$ cat src/rtl/uart_prog_ctrl_pkg.sv
// uart_prog_pkg: shared states, lane geometry and byte-lane helper for the UART programming controller
package uart_prog_pkg;
  typedef enum logic [1:0] {IDLE, LOAD, FLUSH} state_e;
  localparam int LANES = 4;
  localparam int LANE_W = $clog2(LANES);
  localparam int DEF_TIMEOUT = 1_000_000;
  function automatic logic [31:0] put_lane(logic [31:0] w, logic [LANE_W-1:0] k, logic [7:0] b);
    put_lane = w;
    put_lane[8*k +: 8] = b;
  endfunction
endpackage

$ cat src/rtl/uart_prog_ctrl_if.sv
// uart_prog_ctrl_if: host byte stream in, memory programming port out
interface uart_prog_ctrl_if #(parameter int ADDR_W = 15);
  logic prog_start;
  logic rx_valid;
  logic [7:0] rx_data;
  logic upg_wen_o;
  logic [ADDR_W-1:0] upg_adr_o;
  logic [31:0] upg_dat_o;
  logic upg_done_o;
  logic prog_err_o;
  modport master (output prog_start, rx_valid, rx_data, input upg_wen_o, upg_adr_o, upg_dat_o, upg_done_o, prog_err_o);
  modport slave (input prog_start, rx_valid, rx_data, output upg_wen_o, upg_adr_o, upg_dat_o, upg_done_o, prog_err_o);
endinterface

$ cat src/rtl/uart_prog_ctrl_timer.sv
// prog_idle_timer: armed idle counter that flags expiry after TIMEOUT_CYCLES quiet cycles
module prog_idle_timer import uart_prog_pkg::*; #(
  parameter int TIMEOUT_CYCLES = DEF_TIMEOUT
) (
  input  logic clk,
  input  logic rst,
  input  logic clr_i,
  input  logic kick_i,
  input  logic en_i,
  output logic expire_o
);
  localparam int CW = $clog2(TIMEOUT_CYCLES);
  logic [CW-1:0] cnt_q;
  logic arm_q;
  assign expire_o = en_i && arm_q && !kick_i && cnt_q == CW'(TIMEOUT_CYCLES - 1);
  // Disarm on a new load, restart and arm on every byte, otherwise count quiet cycles while armed
  always_ff @(posedge clk or negedge rst)
    if (!rst) begin
      cnt_q <= '0;
      arm_q <= 1'b0;
    end else if (clr_i) begin
      cnt_q <= '0;
      arm_q <= 1'b0;
    end else if (kick_i) begin
      cnt_q <= '0;
      arm_q <= 1'b1;
    end else if (en_i && arm_q) begin
      cnt_q <= cnt_q + 1'b1;
    end
endmodule

$ cat src/rtl/uart_prog_ctrl.sv
// uart_prog_ctrl: packs UART bytes into little-endian words and writes them to program/data memory
module uart_prog_ctrl import uart_prog_pkg::*; #(
  parameter int ADDR_W = 15,
  parameter int TIMEOUT_CYCLES = DEF_TIMEOUT
) (
  input logic clk,
  input logic rst,
  uart_prog_ctrl_if.slave bus
);
  state_e state_q;
  logic [ADDR_W-1:0] adr_q;
  logic [LANE_W-1:0] cnt_q;
  logic [31:0] word_q, word_d, dat_q;
  logic full_q, err_q, wen_q, done_q;
  logic take, last, expire;
  assign take = state_q == LOAD && bus.rx_valid && !full_q;
  assign last = take && &cnt_q;
  assign word_d = put_lane(word_q, cnt_q, bus.rx_data);
  assign bus.upg_wen_o = wen_q;
  assign bus.upg_adr_o = adr_q;
  assign bus.upg_dat_o = dat_q;
  assign bus.upg_done_o = done_q;
  assign bus.prog_err_o = err_q;
  prog_idle_timer #(.TIMEOUT_CYCLES(TIMEOUT_CYCLES)) u_timer (
    .clk(clk),
    .rst(rst),
    .clr_i(state_q == IDLE && bus.prog_start),
    .kick_i(state_q == LOAD && bus.rx_valid),
    .en_i(state_q == LOAD),
    .expire_o(expire)
  );
  // Load sequencer: byte packing, word writes, address advance after each write, idle-timeout flush
  always_ff @(posedge clk or negedge rst)
    if (!rst) begin
      state_q <= IDLE;
      adr_q <= '0;
      cnt_q <= '0;
      word_q <= '0;
      dat_q <= '0;
      full_q <= 1'b0;
      err_q <= 1'b0;
      wen_q <= 1'b0;
      done_q <= 1'b1;
    end else begin
      wen_q <= 1'b0;
      if (wen_q && !full_q) adr_q <= adr_q + 1'b1;
      case (state_q)
        IDLE: if (bus.prog_start) begin
          state_q <= LOAD;
          done_q <= 1'b0;
          adr_q <= '0;
          cnt_q <= '0;
          word_q <= '0;
          full_q <= 1'b0;
          err_q <= 1'b0;
        end
        LOAD: begin
          if (bus.rx_valid && full_q) err_q <= 1'b1;
          if (take) begin
            cnt_q <= cnt_q + 1'b1;
            word_q <= last ? '0 : word_d;
            if (last) begin
              wen_q <= 1'b1;
              dat_q <= word_d;
              full_q <= &adr_q;
            end
          end else if (expire) begin
            state_q <= FLUSH;
            wen_q <= cnt_q != '0 && !full_q;
            dat_q <= word_q;
          end
        end
        FLUSH: begin
          state_q <= IDLE;
          done_q <= 1'b1;
        end
        default: state_q <= IDLE;
      endcase
    end
endmodule

$ cat src/flat_wrapper.sv
// flat-port wrapper written by rule: the top's interface ports become plain ports
module uart_prog_ctrl_flat import uart_prog_pkg::*;
#(
  parameter int ADDR_W = 15,
  parameter int TIMEOUT_CYCLES = DEF_TIMEOUT
)
  (clk, rst, bus_prog_start, bus_rx_valid, bus_rx_data, bus_upg_wen_o, bus_upg_adr_o, bus_upg_dat_o, bus_upg_done_o, bus_prog_err_o);
  uart_prog_ctrl_if #(.ADDR_W(ADDR_W)) bus_i ();
  input logic clk;
  input logic rst;
  input wire logic [$bits(bus_i.prog_start)-1:0] bus_prog_start;
  input wire logic [$bits(bus_i.rx_valid)-1:0] bus_rx_valid;
  input wire logic [$bits(bus_i.rx_data)-1:0] bus_rx_data;
  output wire logic [$bits(bus_i.upg_wen_o)-1:0] bus_upg_wen_o;
  output wire logic [$bits(bus_i.upg_adr_o)-1:0] bus_upg_adr_o;
  output wire logic [$bits(bus_i.upg_dat_o)-1:0] bus_upg_dat_o;
  output wire logic [$bits(bus_i.upg_done_o)-1:0] bus_upg_done_o;
  output wire logic [$bits(bus_i.prog_err_o)-1:0] bus_prog_err_o;
  assign bus_i.prog_start = bus_prog_start;
  assign bus_i.rx_valid = bus_rx_valid;
  assign bus_i.rx_data = bus_rx_data;
  assign bus_upg_wen_o = bus_i.upg_wen_o;
  assign bus_upg_adr_o = bus_i.upg_adr_o;
  assign bus_upg_dat_o = bus_i.upg_dat_o;
  assign bus_upg_done_o = bus_i.upg_done_o;
  assign bus_prog_err_o = bus_i.prog_err_o;
  uart_prog_ctrl #(.ADDR_W(ADDR_W), .TIMEOUT_CYCLES(TIMEOUT_CYCLES)) u_core (.clk(clk), .rst(rst), .bus(bus_i));
endmodule
$ cat config.mk
export PLATFORM = sky130hd
export DESIGN_NAME = uart_prog_ctrl_flat
export DESIGN_NICKNAME = d
export VERILOG_FILES = /design/src/rtl/uart_prog_ctrl_pkg.sv /design/src/rtl/uart_prog_ctrl_if.sv /design/src/rtl/uart_prog_ctrl_timer.sv /design/src/rtl/uart_prog_ctrl.sv /design/src/flat_wrapper.sv
export SDC_FILE = /design/constraint.sdc
export NUM_CORES = 1
export LEC_CHECK = 0
export ABC_AREA = 1
export BUFFER_PORTS_ARGS = -buffer_cell sky130_fd_sc_hd__buf_2
export CAP_MARGIN = 5
export CORE_ASPECT_RATIO = 1.5
export CORE_MARGIN = 3
export CORE_UTILIZATION = 30
export CTS_CLUSTER_DIAMETER = 40
export DETAILED_ROUTE_END_ITERATION = 8
export PLACE_DENSITY = 0.54
export SLEW_MARGIN = 20
export SYNTH_ARGS = -nofsm -noshare
export SYNTH_HDL_FRONTEND = slang
export SYNTH_HIERARCHICAL = 1
export SYNTH_SLANG_ARGS = --single-unit
$ cat constraint.sdc
create_clock -name clk -period 3.65 [get_ports clk]
set_clock_uncertainty 0.2 [all_clocks]
set_input_delay 0.1825 -clock clk [delete_from_list [all_inputs] [get_ports clk]]
set_output_delay 0.1825 -clock clk [all_outputs]
set_load 0.01 [all_outputs]
**Word-level counts from Yosys, hierarchy flattened**

Index checks and enable logic that the tools add are counted.
W data, S select, Z words.

- Flip-flop bits (word level): 108
- Word-level logic and storage cells: 88

- Muxes and demuxes: 34
- Eq/ne operators: 10
- Shifts and indexed selects: 2
- Add/subtract/negate cells: 4
- Reductions and logical operators: 27

Operators by type and width:

| cell | count |
|---|---|
| $mux W32 | 6 |
| $pmux W32 S2 | 1 |
| $mux W20 | 3 |
| $mux W15 | 3 |
| $neg A5 Y34 | 1 |
| $shift A8 B34 Y32 const A | 1 |
| $shiftx A8 B34 Y32 | 1 |
| $bwmux W32 | 1 |
| $add A20 B1 Y20 const B | 1 |
| $eq A20 B20 Y1 const B | 1 |
| $add A15 B1 Y15 const B | 1 |
| $reduce_and A15 Y1 | 1 |
| $reduce_and A3 Y1 | 4 |
| $logic_and A1 B1 Y1 | 10 |
| $mux W1 | 10 |
| $mux W2 | 5 |
| $reduce_bool A2 Y1 | 5 |
| $ne A2 B1 Y1 const B | 4 |
| $pmux W2 S2 | 2 |
| $ne A2 B2 Y1 const B | 3 |
| $pmux W1 S2 | 3 |
| $reduce_and A2 Y1 | 2 |
| $reduce_and A4 Y1 | 1 |
| $reduce_bool A3 Y1 | 1 |
| other kinds (5) | 6 |

**Logic depth before layout (Yosys ltp)**

- Depth after elaboration: 8
- Gate-level depth with buffers: 13

**Modules after synthesis**

The synthesis kept the hierarchy.

Modules (own cells, without submodules):

| module | sequential area each (um^2) | cells each | area an instance (um^2) | times used |
|---|---|---|---|---|
| uart_prog_ctrl | 2,178.3 | 666 | 4,626.9 | 1 |
| prog_idle_timer | 525.5 | 173 | 1,203.7 | 1 |

**Least setup slack after synthesis**

Ideal clock, no wire load.

- Path type: reg2reg
- From: register u_core.cnt_q[0]
- To: register u_core.dat_q[10] (netlist: u_core/bus.upg_dat_o[10])
- Clock period less this slack: 2.140 ns
- Slack: 1.510 ns
- Setup time: 0.066 ns
- Arrival: 1.875 ns
- Data required time: 3.384 ns
- Stages on the path, launching flop included: 13
- Cell sequence: dfrtp_1 > clkinv_1 > ha_1 > clkbuf_1 > inv_1 > nand2_1 > nor2_1 > nand2_1 > nand2_1 > nand2_1 > nand2_1 > nand2_1 > nand2_1

- Word-level cells in the longest chain between the ends: 5
- Elaborated cells between the ends (all ways): 10
- Classes of those cells: add/sub (1); eq/ne (1); shift (2); mux (3); reduce/logical (3)

Ends and longest elaborated chain:

| element | RTL line | source |
|---|---|---|
| from (decl) | uart_prog_ctrl.sv:12 | `logic [LANE_W-1:0] cnt_q;` |
| from (signal assigned) | uart_prog_ctrl.sv:60 | `cnt_q <= cnt_q + 1'b1;` |
| $neg A5 Y34 | uart_prog_ctrl_pkg.sv:9 | `put_lane[8*k +: 8] = b;` |
| $shiftx A8 B34 Y32 or $shift A8 B34 Y32 (tied branches) | uart_prog_ctrl_pkg.sv:9 |  |
| $bwmux W32 | uart_prog_ctrl_pkg.sv:9 |  |
| $mux W32 | uart_prog_ctrl.sv:62 | `if (last) begin` |
| $mux W32 | uart_prog_ctrl.sv:59 | `if (take) begin` |
| to (signal assigned) | uart_prog_ctrl.sv:64 | `dat_q <= word_d;` |
| to (signal assigned) | uart_prog_ctrl.sv:70 | `dat_q <= word_q;` |
| to (decl) | uart_prog_ctrl.sv:13 | `logic [31:0] word_q, word_d, dat_q;` |

Parallel ways exist; a longest one is shown, timed or not. The select of a mux whose other input is x is not followed.
A chain may end at the register's enable or synchronous reset.

**Worst setup path in the final report**

- From: register u_core.cnt_q[0]
- To: register u_core.dat_q[8] (netlist: u_core/bus.upg_dat_o[8])

The elaborated chain is that of the path after synthesis.

==> summary.txt <==
Placement
  – Gpl congestion: 0.856
  – Placed instance area: 6380 µm²
  – Buffers on Ports: 61
  – Dpl hpwl: 10.7 mm
  – Pre-CTS setup slack: 1.15 ns

Pwr
  – Combinational power share: 26.2%
  – Internal Power: 0.00216 W
  – Reg power frac: 44.6%
  – Pleak: roughly 3.6 nW
  – Clock Power Share: 29.1%
  – Net switching power: approximately 0.0012 W
  – Switch share: a little over a third
  – Max rail drop VDD: roughly 0.00018 V
  – Cell Pwr Density: approximately 500 nW/µm²

Routing
  – WL/cell: 13.2 µm
  – Drt total wl: 15.2 mm
  – First DRT Iteration DRCs: 265
  – Vias/cell: 4.55
  – First-pass iteration count of the detailed router: 5
  – Antenna violation net count after detailed routing: 0
  – Residual DRC: 0
  – Via count: 5224

STA
  – Setup violators final: 0
  – Setup TNS Final: 0 ns
  – Unrepaired setup endpoints after global routing: false
  – Hold Vio Cnt, Final: 0
  – Final period utilization: between 60% and 70%
  – Peak Freq: slightly below 0.4 GHz
  – Crit path time final: 2.55 ns
  – Setup WS post-layout: 1.10 ns
  – Worst slew pin tran: just under 0.8 ns
  – Final Max Slew Viols: 0
  – Max_slew headroom: 47.3%

Yosys
  – Flops & latches, synth: around 110
  – Ys Warns: 6
  – Synthesized area per cell: 6.95 µm²
  – Cell Area, Synth: roughly 5800 µm²
  – Syn Nets: roughly 860
  – Seq/Total Area, Yosys: 46.4%
  – Synthesized instance count: 839
  – Post-synthesis cell type count: 33

Clock tree
  – # Post-CTS Setup Buffers: 0
  – CTS resizes: 0
  – TritonCTS buffer count: 9
  – CTS sink cnt: 108
  – Worst-path clk slew: 0.07 ns
  – Longest Clk Path Bufs: 2
  – Root buf cell: clkbuf_16
  – CTS tree: yes
  – Clock insertion delay at the later pin of the skew report: 0.36 ns
  – H-tree depth: 3

Worst setup path
  – Flop2flop setup slack: approximately 1.1 ns
  – Crit path required time: 3.74 ns
  – CP endpoint: u_core/bus.upg_dat_o[8]
  – Worst Path Arrival: 2.64 ns
  – Crit path kind: register to register
  – Crit-path max FO: 11
  – CP endpoint kind: register
  – Reg-to-reg endpoint: u_core/bus.upg_dat_o[8]
  – Worst path cell trace: clkinv_1 > ha_1 > inv_1 > nand2_1 > nor2_1 > nand2_1 > nand2_1 > nand2_1 > nand2_1 > nand2_1 > nand2_1
  – Reg2reg start: u_core/cnt_q[0]
  – Crit path from: u_core/cnt_q[0]
  – CP Launch Type: register
  – Slowest stage delay, CP: 0.49 ns
  – CP max stage cell: dfrtp_1
  – Top cell by count, worst path: nand2_1
  – Reg2reg path depth: 11

Die
  – Die W: 120 µm
  – Placement row count: 61
  – Initial cell density of the core: 31.1%
  – IO Pins: 62
  – Die Span Y: approximately 180 µm
  – CORE AREA: 18800 µm²
  – Full die area: approximately 21000 µm²

Global routing
  – GRT Util Overall: 15.1%
  – Largest net degree at the start of global routing: 60
  – Antenna violations before repair: 0
  – First-pass GRT wire length: ~26 mm
  – Remaining Overflow, GRT: 0
  – Vias in the first global route: approximately 5000

Final layout
  – Share of post-route cells with drive strength above 1: ~11%
  – # nets final: about 900
  – Number of diodes: 0
  – Final core utilization: 35.6%
  – Post-route cell area: about 6700 µm²
  – Area Growth Syn to Fin: 14.7%
  – Number of fill cells: 2054

Run
  – # Max-Cap Violations: 0

Status
  – Outcome: complete, no violations

Min path
  – Min-Delay Path Depth: 3
  – Hold crit path type: primary input to register
[routing by layer]
metal | GRT usage [%] | routed length, µm | vias up
li1 | - | - | 2718
met1 | 18.9 | 6710 | 2409
met2 | 26.6 | 7770 | 82
met3 | 2.08 | 449 | 15
met4 | 5.11 | 233 | 0
met5 | 0 | 0 | -
[synth_stat cells (all sizes together)]
cell type	number	share of area [%]
a211oi	3	0.39
a21oi	16	1.4
a22o	1	0.15
a31oi	2	0.32
buf	16	1.6
clkbuf	11	0.71
clkinv	3	0.19
dfrtp	107	46
dfstp	1	0.45
ha	7	1.5
inv	67	4.3
nand2	379	25
nand3	73	6.5
nand4	4	0.43
nor2	94	6.4
nor3	9	0.97
nor4b	1	0.15
o211ai	1	0.13
o21ai	41	3.6
xnor2	1	0.15
xor2	2	0.30
[cell usage in the layout (no fill, tap or decap), drive strengths merged]
cell type / synthesis / layout
a211oi: 3 / 3
a21oi: 16 / 16
a22o: 1 / 1
a31oi: 2 / 2
buf: 16 / 68
clkbuf: 11 / 14
clkinv: 3 / 5
dfrtp: 107 / 107
dfstp: 1 / 1
dlygate4sd3: 0 / 1
ha: 7 / 7
inv: 67 / 67
nand2: 379 / 379
nand3: 73 / 73
nand4: 4 / 4
nor2: 94 / 94
nor3: 9 / 9
nor4b: 1 / 1
o211ai: 1 / 1
o21ai: 41 / 41
xnor2: 1 / 1
xor2: 2 / 2
[power groups by stage]
stage          clock network (W)  registers [W]  logic [W]
2_1_floorplan                  0        0.00154   0.000536
4_1_cts                  0.00101        0.00150   0.000892
3_5_place_dp                   0        0.00152   0.000886
5_1_grt                  0.00106        0.00152    0.00102
6_report                0.000975        0.00149   0.000879
3_3_place_gp                   0        0.00152   0.000885
[worst min-delay path by stage]
stage	start	endpoint
2_1_floorplan	rst	u_core/bus.prog_err_o
3_3_place_gp	rst	u_core/u_timer/cnt_q[8]
3_5_place_dp	rst	u_core/u_timer/cnt_q[8]
4_1_cts	bus_prog_start	u_core/state_q[1]
5_1_grt	bus_prog_start	u_core/state_q[1]
6_report	bus_prog_start	u_core/state_q[1]
[area by class of cell]
| cell class | instances | area, µm² | area share (%) |
|---|---|---|---|
| clock inverter | 2 | 17.5 | 0.262 |
| tap | 252 | 315 | 4.72 |
| sequential | 108 | 2700 | 40.4 |
| inverter | 70 | 263 | 3.93 |
| clock buffer | 14 | 274 | 4.10 |
| timing repair buffer | 69 | 383 | 5.73 |
| multi-input combinational | 634 | 2730 | 40.8 |
[sequential cells by signal, summed over array words and instances, names as in the netlist]
name and flops:
u_core/bus.upg_dat_o 32, u_core/full_q 1, u_core/state_q 2, u_core/bus.upg_done_o 1, u_core/bus.upg_wen_o 1, u_core/bus.upg_adr_o 15, u_core/cnt_q 2, u_core/u_timer/cnt_q 20
u_core/word_q 32, u_core/bus.prog_err_o 1, u_core/u_timer/arm_q 1
[kinds of logic after synthesis]
family                     count (synthesis)  synth area share, %
and+or+nand+nor                          560                 38.9
DFF                                      108                 46.4
buffers and inverters                     97                 6.82
AOI/OAI and AO/OA                         64                 5.94
adders and majority gates                  7                 1.50
xor gates and xnor gates                   3                0.451
[critical path, delay by kind of cell, from the launching register on]
family / cells / cell delay [ns]
flops: 1 / 0.49
simple gates: 8 / 0.96
fa+ha+maj: 1 / 0.42
buf+inv: 2 / 0.43
[repair_timing]
action,in CTS,in global routing
endpoints found under the hold margin,57,0
hold buffers,1,0
setup endpoints to repair,0,0
[metrics by stage]
step                      cells  total power [W]  hold WS (ns)
after global routing       1149          0.00360        0.0557
after CTS                  1149          0.00340       0.00332
final                      1149          0.00335       0.00515
after detailed placement   1132          0.00241         0.122
after global placement     1132          0.00240         0.127
after floorplan             839          0.00208        -0.313
(Power assumes the default switching activity.)
